<file path="config.mk">
export PLATFORM = sky130hd
export DESIGN_NAME = id_ex_hazard_stage
export DESIGN_NICKNAME = d
export VERILOG_FILES = /design/src/rtl/id_ex_hazard_stage.sv
export SDC_FILE = /design/constraint.sdc
export NUM_CORES = 1
export LEC_CHECK = 0
export BUFFER_PORTS_ARGS = -buffer_cell sky130_fd_sc_hd__buf_2
export CORE_MARGIN = 2
export CORE_UTILIZATION = 40
export CTS_CLUSTER_SIZE = 12
export DETAILED_ROUTE_END_ITERATION = 6
export GPL_TIMING_DRIVEN = 0
export MAX_ROUTING_LAYER = met4
export PLACE_DENSITY = 0.71
export SLEW_MARGIN = 20
export SYNTH_ARGS = -nofsm -noshare
export SYNTH_HDL_FRONTEND = slang
export SYNTH_SLANG_ARGS = --single-unit
</file>
<file path="constraint.sdc">
create_clock -name clk -period 4.4 [get_ports clk]
set_input_delay 0.88 -clock clk [delete_from_list [all_inputs] [get_ports clk]]
set_output_delay 0.88 -clock clk [all_outputs]
set_load 0.1 [all_outputs]
</file>
<file path="src/rtl/id_ex_hazard_stage.sv">
// ID/EX pipeline register with load-use / ecall interlock and the halt-ecall drain sequencer.
// Latency: ID to EX in 1 cycle; stall, pc_write and if_id_write respond combinationally in the same cycle.
// Backpressure: stall freezes the PC and IF/ID and bubbles ID/EX; ex_flush overrides stall; DRAIN/HALTED freeze the front end.
module id_ex_hazard_stage #(
    parameter int DRAIN_CYCLES = 3
) (
    input  logic        clk,
    input  logic        reset_n,
    input  logic        id_valid,
    input  logic [4:0]  id_rs1,
    input  logic [4:0]  id_rs2,
    input  logic [4:0]  id_rd,
    input  logic        id_use_rs1,
    input  logic        id_use_rs2,
    input  logic [7:0]  id_ctrl,
    input  logic [31:0] id_rs1_data,
    input  logic [31:0] id_rs2_data,
    input  logic [31:0] id_imm,
    input  logic [31:0] id_pc,
    input  logic        id_is_ecall,
    input  logic        id_a7_is_10,
    input  logic        ex_flush,
    input  logic [4:0]  mem_rd,
    input  logic        mem_mem_read,
    output logic [4:0]  ex_rs1,
    output logic [4:0]  ex_rs2,
    output logic [4:0]  ex_rd,
    output logic [7:0]  ex_ctrl,
    output logic [31:0] ex_rs1_data,
    output logic [31:0] ex_rs2_data,
    output logic [31:0] ex_imm,
    output logic [31:0] ex_pc,
    output logic        ex_valid,
    output logic        pc_write,
    output logic        if_id_write,
    output logic        stall,
    output logic        is_halted
);

    localparam int CW = (DRAIN_CYCLES > 1) ? $clog2(DRAIN_CYCLES) : 1;

    typedef enum logic [1:0] {
        RUN    = 2'd0,
        DRAIN  = 2'd1,
        HALTED = 2'd2
    } state_t;

    // Fields cleared by a bubble; the forwarding unit only looks at these.
    typedef struct packed {
        logic       valid;
        logic [7:0] ctrl;
        logic [4:0] rd;
        logic [4:0] rs1;
        logic [4:0] rs2;
    } hdr_t;

    typedef struct packed {
        logic [31:0] rs1_data;
        logic [31:0] rs2_data;
        logic [31:0] imm;
        logic [31:0] pc;
    } dat_t;

    state_t        state_q, state_d;
    logic [CW-1:0] cnt_q, cnt_d;
    hdr_t          hdr_q, hdr_d;
    dat_t          dat_q, dat_d;

    logic in_run;
    logic lu_hit;
    logic ec_hit;
    logic bubble;
    logic halt_accept;

    assign in_run = (state_q == RUN);

    assign lu_hit = hdr_q.valid && hdr_q.ctrl[1] && (hdr_q.rd != 5'd0) &&
                    ((id_use_rs1 && (id_rs1 == hdr_q.rd)) ||
                     (id_use_rs2 && (id_rs2 == hdr_q.rd)));

    // A load in EX/MEM only forwards its address, so x17 is not yet usable.
    assign ec_hit = id_is_ecall &&
                    ((hdr_q.valid && hdr_q.ctrl[0] && (hdr_q.rd == 5'd17)) ||
                     (mem_mem_read && (mem_rd == 5'd17)));

    assign stall       = id_valid && (lu_hit || ec_hit) && !ex_flush && in_run;
    assign pc_write    = !stall && in_run;
    assign if_id_write = !stall && in_run;
    assign bubble      = ex_flush || stall || !in_run;
    assign halt_accept = in_run && id_valid && id_is_ecall && id_a7_is_10 && !stall && !ex_flush;
    assign is_halted   = (state_q == HALTED);

    always_comb begin
        hdr_d       = hdr_q;
        dat_d       = dat_q;
        if (bubble) begin
            hdr_d = '0;
        end else begin
            hdr_d.valid    = id_valid;
            hdr_d.ctrl     = id_ctrl;
            hdr_d.rd       = id_rd;
            hdr_d.rs1      = id_rs1;
            hdr_d.rs2      = id_rs2;
            dat_d.rs1_data = id_rs1_data;
            dat_d.rs2_data = id_rs2_data;
            dat_d.imm      = id_imm;
            dat_d.pc       = id_pc;
        end
    end

    always_ff @(posedge clk or negedge reset_n) begin
        if (!reset_n) begin
            hdr_q <= '0;
            dat_q <= '0;
        end else begin
            hdr_q <= hdr_d;
            dat_q <= dat_d;
        end
    end

    always_comb begin
        state_d = state_q;
        cnt_d   = cnt_q;
        unique case (state_q)
            RUN: begin
                if (halt_accept) begin
                    state_d = DRAIN;
                    cnt_d   = CW'(DRAIN_CYCLES - 1);
                end
            end
            DRAIN: begin
                if (cnt_q == '0) begin
                    state_d = HALTED;
                end else begin
                    cnt_d = cnt_q - CW'(1);
                end
            end
            HALTED: begin
                state_d = HALTED;
            end
            default: begin
                state_d = RUN;
                cnt_d   = '0;
            end
        endcase
    end

    always_ff @(posedge clk or negedge reset_n) begin
        if (!reset_n) begin
            state_q <= RUN;
            cnt_q   <= '0;
        end else begin
            state_q <= state_d;
            cnt_q   <= cnt_d;
        end
    end

    assign ex_valid    = hdr_q.valid;
    assign ex_ctrl     = hdr_q.ctrl;
    assign ex_rd       = hdr_q.rd;
    assign ex_rs1      = hdr_q.rs1;
    assign ex_rs2      = hdr_q.rs2;
    assign ex_rs1_data = dat_q.rs1_data;
    assign ex_rs2_data = dat_q.rs2_data;
    assign ex_imm      = dat_q.imm;
    assign ex_pc       = dat_q.pc;

endmodule

</file>
Word-level counts from Yosys, hierarchy flattened
Cells that the tools add are included.
- $add $sub $neg: 1
- eq/ne operators: 9
- multiplexer cells: 7
- bitwise gates (word level): 1
- reduce and logical (&&, ||, !) cells: 31
- operators by type and width (kind ; count):
    two-way mux 24 bit ; 1
    logical AND 1 bit ; 18
    one-hot mux 2 bit (3 select lines) ; 2
    == test 5 bit ; 2
    == test 5 bit (second input constant) ; 2
    two-way mux 2 bit ; 4
    logical OR 1 bit ; 5
    nonzero test 5 bit ; 1
    logical NOT 2 bit ; 2
    != test 2 bit (second input constant) ; 2
    logical NOT 1 bit ; 3
    AND reduction 3 bit ; 1
    == test 2 x 1 -> 1 bit (second input constant) ; 1
    == test 2 bit (second input constant) ; 1
    != test 2 x 1 -> 1 bit (second input constant) ; 1
    AND reduction 2 bit ; 1
    subtractor 2 x 1 -> 2 bit (second input constant) ; 1
    inverter 1 bit ; 1
- flip-flop bits (word level): 156
- input bits: 165
- output and inout bits: 156
- word-level logic and storage cells: 60

Logic depth before layout (Yosys ltp)
- depth in word-level cells: 13
- depth in mapped cells: 8
- gate-level depth less buffers: 6

Worst setup path after synthesis
OpenSTA, ideal clock, no wires.
- kind: register -> output
- start: reg hdr_q (netlist bit ex_rd[1])
- end: out pc_write
- data arrival time: 4.517 ns
- data required time: 3.520 ns
- path slack: -0.997 ns
- stages on the path, launching flop included: 6
- cell sequence: dfrtp_1 or3_1 o311ai_4 o21ai_2 a21boi_0 buf_4
- cells in the longest elaborated chain, start to end: 10
- elaborated cells on any way between the ends: 18
- ends and longest elaborated chain (what ; line ; RTL):
    start: declaration ; 66 ; hdr_t hdr_q, hdr_d;
    start signal: assignment ; 116 ; hdr_q <= hdr_d;
    == test 5 bit, on equally long branches ; 78, 79, 83 ;
    logical AND 1 bit, on equally long branches ; 78, 79, 83 ;
    logical OR 1 bit, on equally long branches ; 78, 83 ;
    logical AND 1 bit, on equally long branches ; 77, 82 ;
    logical OR 1 bit (*) ; 86 ; assign stall = id_valid && (lu_hit || ec_hit) && !ex_flush && in_run;
    logical AND 1 bit (*) (3 in a row) ; 86 ;
    logical NOT 1 bit (*) ; n/a ;
    logical AND 1 bit (*) ; n/a ;
    end: declaration ; 34 ; output logic pc_write,
Mark *: on every way between the ends. The rest lies on a longest branch, timed or not.

Final worst setup path
- start: in id_rs1[3]
- end: out stall
- cells in the longest elaborated chain, start to end: 8
- ends and longest elaborated chain (what ; line ; RTL):
    start: declaration ; 10 ; input logic [4:0] id_rs1,
    == test 5 bit ; 78 ; ((id_use_rs1 && (id_rs1 == hdr_q.rd)) ||
    logical AND 1 bit ; 78 ;
    logical OR 1 bit ; 78 ;
    logical AND 1 bit ; 77 ; assign lu_hit = hdr_q.valid && hdr_q.ctrl[1] && (hdr_q.rd != 5'd0) &&
    logical OR 1 bit ; 86 ;
    logical AND 1 bit (3 in a row) ; 86 ;
    end: declaration ; 36 ; output logic stall,
No other way between the ends.

==> metrics.md <==
| Metric | Value |
|---|---|
| H-tree Lvls | `4` |
| CP endpoint kind | `primary output` |
| Routed len/inst | `between 15 and 20 um` |
| PnR worst setup slack | `912 ps` |
| CTS tree | `yes` |
| GRT overflow | `0` |
| Fraction of layout cells with a size suffix above 1 | `59.1%` |
| Post-route ant nets | `0` |
| Resize count post-CTS | `0` |
| DP Worst Slack | `850 ps` |
| Max-slew violations | `0` |
| Placed cells | `883` |
| Critical path class | `in -> out` |
| Most common cell after layout, fill and taps aside | `buf_2` |
| Largest net degree at the start of global routing | `86` |
| F_max | `287 MHz` |
| First-pass GRT wire length | `23200 um` |
| Hold Crit Class | `in -> async` |
| Rows | `44` |
| Top Ports | `321` |
| Largest area contributor in the netlist | `dfrtp_1` |
| All-layer global routing usage | `19.0%` |
| Vias in the first global route | `4647` |
| Ordered list of cells on the worst path | `buf_2 > xor2_1 > nor4_1 > a32oi_1 > o21ai_2 > nor2b_1 > buf_2` |
| Crit-path slowest cell | `buf_2` |
| Critical path data arrival time | `2610 ps` |
| Postcts setup bufs | `0` |
| Final instance area | `8550 sq um` |
| Setup violations, final | `0` |
| Startpoint Class | `primary input` |
| TritonCTS buffer count | `17` |
| Pwr dens | `368 nW/um^2` |
| Nets | `887` |
| Yosys warnings | `0` |
| Worst-path clk slew | `60 ps` |
| Initial cell density of the core | `41.1%` |
| Hold Buf Count CTS | `0` |
| Routed wire length | `14900 um` |
| Fin crit period | `3490 ps` |
| Final HPWL DP | `11700 um` |
| Final Hold Viols | `0` |
| Clk buf depth | `2` |
| Die W | `roughly 130 um` |
| P_leak | `5.16 nW` |
| Initial DRC Count | `118` |
| Peak VDD IR | `between 0.0002 and 0.00025 V` |
| Cells after Synth | `378` |
| Status | `finished, final reports clean` |
| EDFF count, synth | `0` |
| Most frequent cells in the layout | `buf_2, dfrtp_1, mux2_1` |
| Vias | `4323` |
| Final GP Congestion | `just over 0.8` |
| Syn_nets | `547` |
| Non-filler cells, final | `915` |
| Top-area cell type share of the netlist area | `64.8%` |
| FFs w/ async S/R, synth | `100%` |
| Main synth FF type | `dfrtp_1` |
| P&R area growth vs syn | `41.9%` |
| Yosys cell types | `35` |
| RSZ-0062 raised after global routing | `false` |
| Register area share after synthesis | `between 60% and 70%` |
| Fin Hold WS | `between 400 and 500 ps` |
| Clock sinks | `156` |
| Top delay family on crit path | `simple AND/OR/NAND/NOR gates` |
| Clk_skew | `slightly above 8 ps` |
| Die height | `~130 um` |
| Max-Cap Viols | `0` |
| Crit-path max FO | `5` |
| Largest cells by area after synthesis | `dfrtp_1, mux2_1, mux2_2` |
| Root buffer cell | `clkbuf_16` |
| Core area | `around 15000 sq um` |
| Setup TNS | `0 ps` |
| Tcrit/Tclk final | `79.3%` |
| Initial antenna violation count | `0` |
| DR vias/cell | `~4.7` |
| Number of port buffers | `320` |
| Crit path buf inv count | `2` |
| Required @ worst endpoint | `roughly 3500 ps` |
| Drt pass-1 iters | `4` |
| Residual DRC | `0` |
| Slew of the pin with the lowest slew margin | `633 ps` |
| Peak per-stage delay on the critical path | `430 ps` |
| Placed instance area | `7900 sq um` |
| Top cell by count, worst path | `buf_2` |
| Clk_lat worst skew | `a little over 400 ps` |
| Mapped cell area | `6030 sq um` |
| Yosys reg bits | `156` |
| Die area | `16100 sq um` |
| Slew margin rel. | `57.8%` |
| Avg Cell Area, Syn | `between 15 and 20 sq um` |
| Antenna diodes | `0` |
[synthesized netlist by cell type (3+ instances only)]
cell type,count
mux2_2,61
xor2_1,8
mux2_1,67
and2_1,24
o21ai_0,3
inv_1,6
ha_1,4
nand2_1,4
dfrtp_1,156
buf_6,7
buf_2,6
nor2b_1,3
[sequential cells by signal, summed over array words and instances (netlist names)]
| name | flops |
|---|---|
| cnt_q | 2 |
| ex_ctrl | 8 |
| ex_imm | 32 |
| ex_pc | 32 |
| ex_rd | 5 |
| ex_rs1 | 5 |
| ex_rs1_data | 32 |
| ex_rs2 | 5 |
| ex_rs2_data | 32 |
| ex_valid | 1 |
| state_q | 2 |
[routing by layer]
metal | vias up | GRT usage (%) | part of all wire [%]
met5 | - | - | 0
met4 | 0 | 6.46 | 1.7
met3 | 19 | 5.36 | 6.9
met2 | 201 | 32.7 | 52
met1 | 2108 | 21.4 | 39
li1 | 1995 | - | -
[logic make-up after synthesis]
group | Yosys count | synth area share [%]
AO/OA/AOI/OAI | 15 | 2.28
XOR/XNOR | 10 | 1.45
AND/OR/NAND/NOR | 42 | 4.13
buffers and inverters | 23 | 2.60
flip-flops | 156 | 64.8
adder cells (fa/ha/maj) | 4 | 0.831
multiplexers | 128 | 23.9
[where the power goes]
group | switching [mW] | leakage [nW] | total, mW | internal (mW)
sequential | 0 | 2.17 | 1.43 | 1.43
clock | 0.559 | 0.311 | 1.60 | 1.04
combinational | 0.0519 | 2.69 | 0.110 | 0.0582
[final timing paths]
kind,start,end,slack [ps],cells after the start
max in group asynchronous,reset_n,ex_imm[11],3150,2
hold / removal,reset_n,ex_rs1_data[0],450,1
hold reg to reg,ex_pc[25],ex_pc[25],480,1
min in group clk,ex_pc[25],ex_pc[25],480,1
setup reg to reg,ex_rd[1],ex_rs2_data[21],1900,7
setup / recovery,id_rs1[3],stall,910,7
[per-stage QoR]
step                total power [mW]  utilization (%)
detailed placement              1.57             53.9
finish                          3.14             58.4
floorplan                       1.47                -
global route                    3.26             58.4
global placement                1.57             53.7
CTS                             3.18             58.4
[final cells by class]
cell class	count	area, sq um
clock inverter	10	188
inverter	6	22.5
fill	1195	6090
sequential	156	3900
multi-input combinational	199	1970
buffer	17	134
clock buffer	22	464
tap	184	230
timing repair buffer	321	1640
[worst register-to-register path, stage by stage, from the launching register on]
cell	delay, ps
dfrtp_1	420
or3_1	460
o311ai_4	270
o21ai_2	160
a21oi_4	300
buf_6	220
buf_4	200
mux2_1	340
No activity file was read; power rests on OpenSTA's default activity.
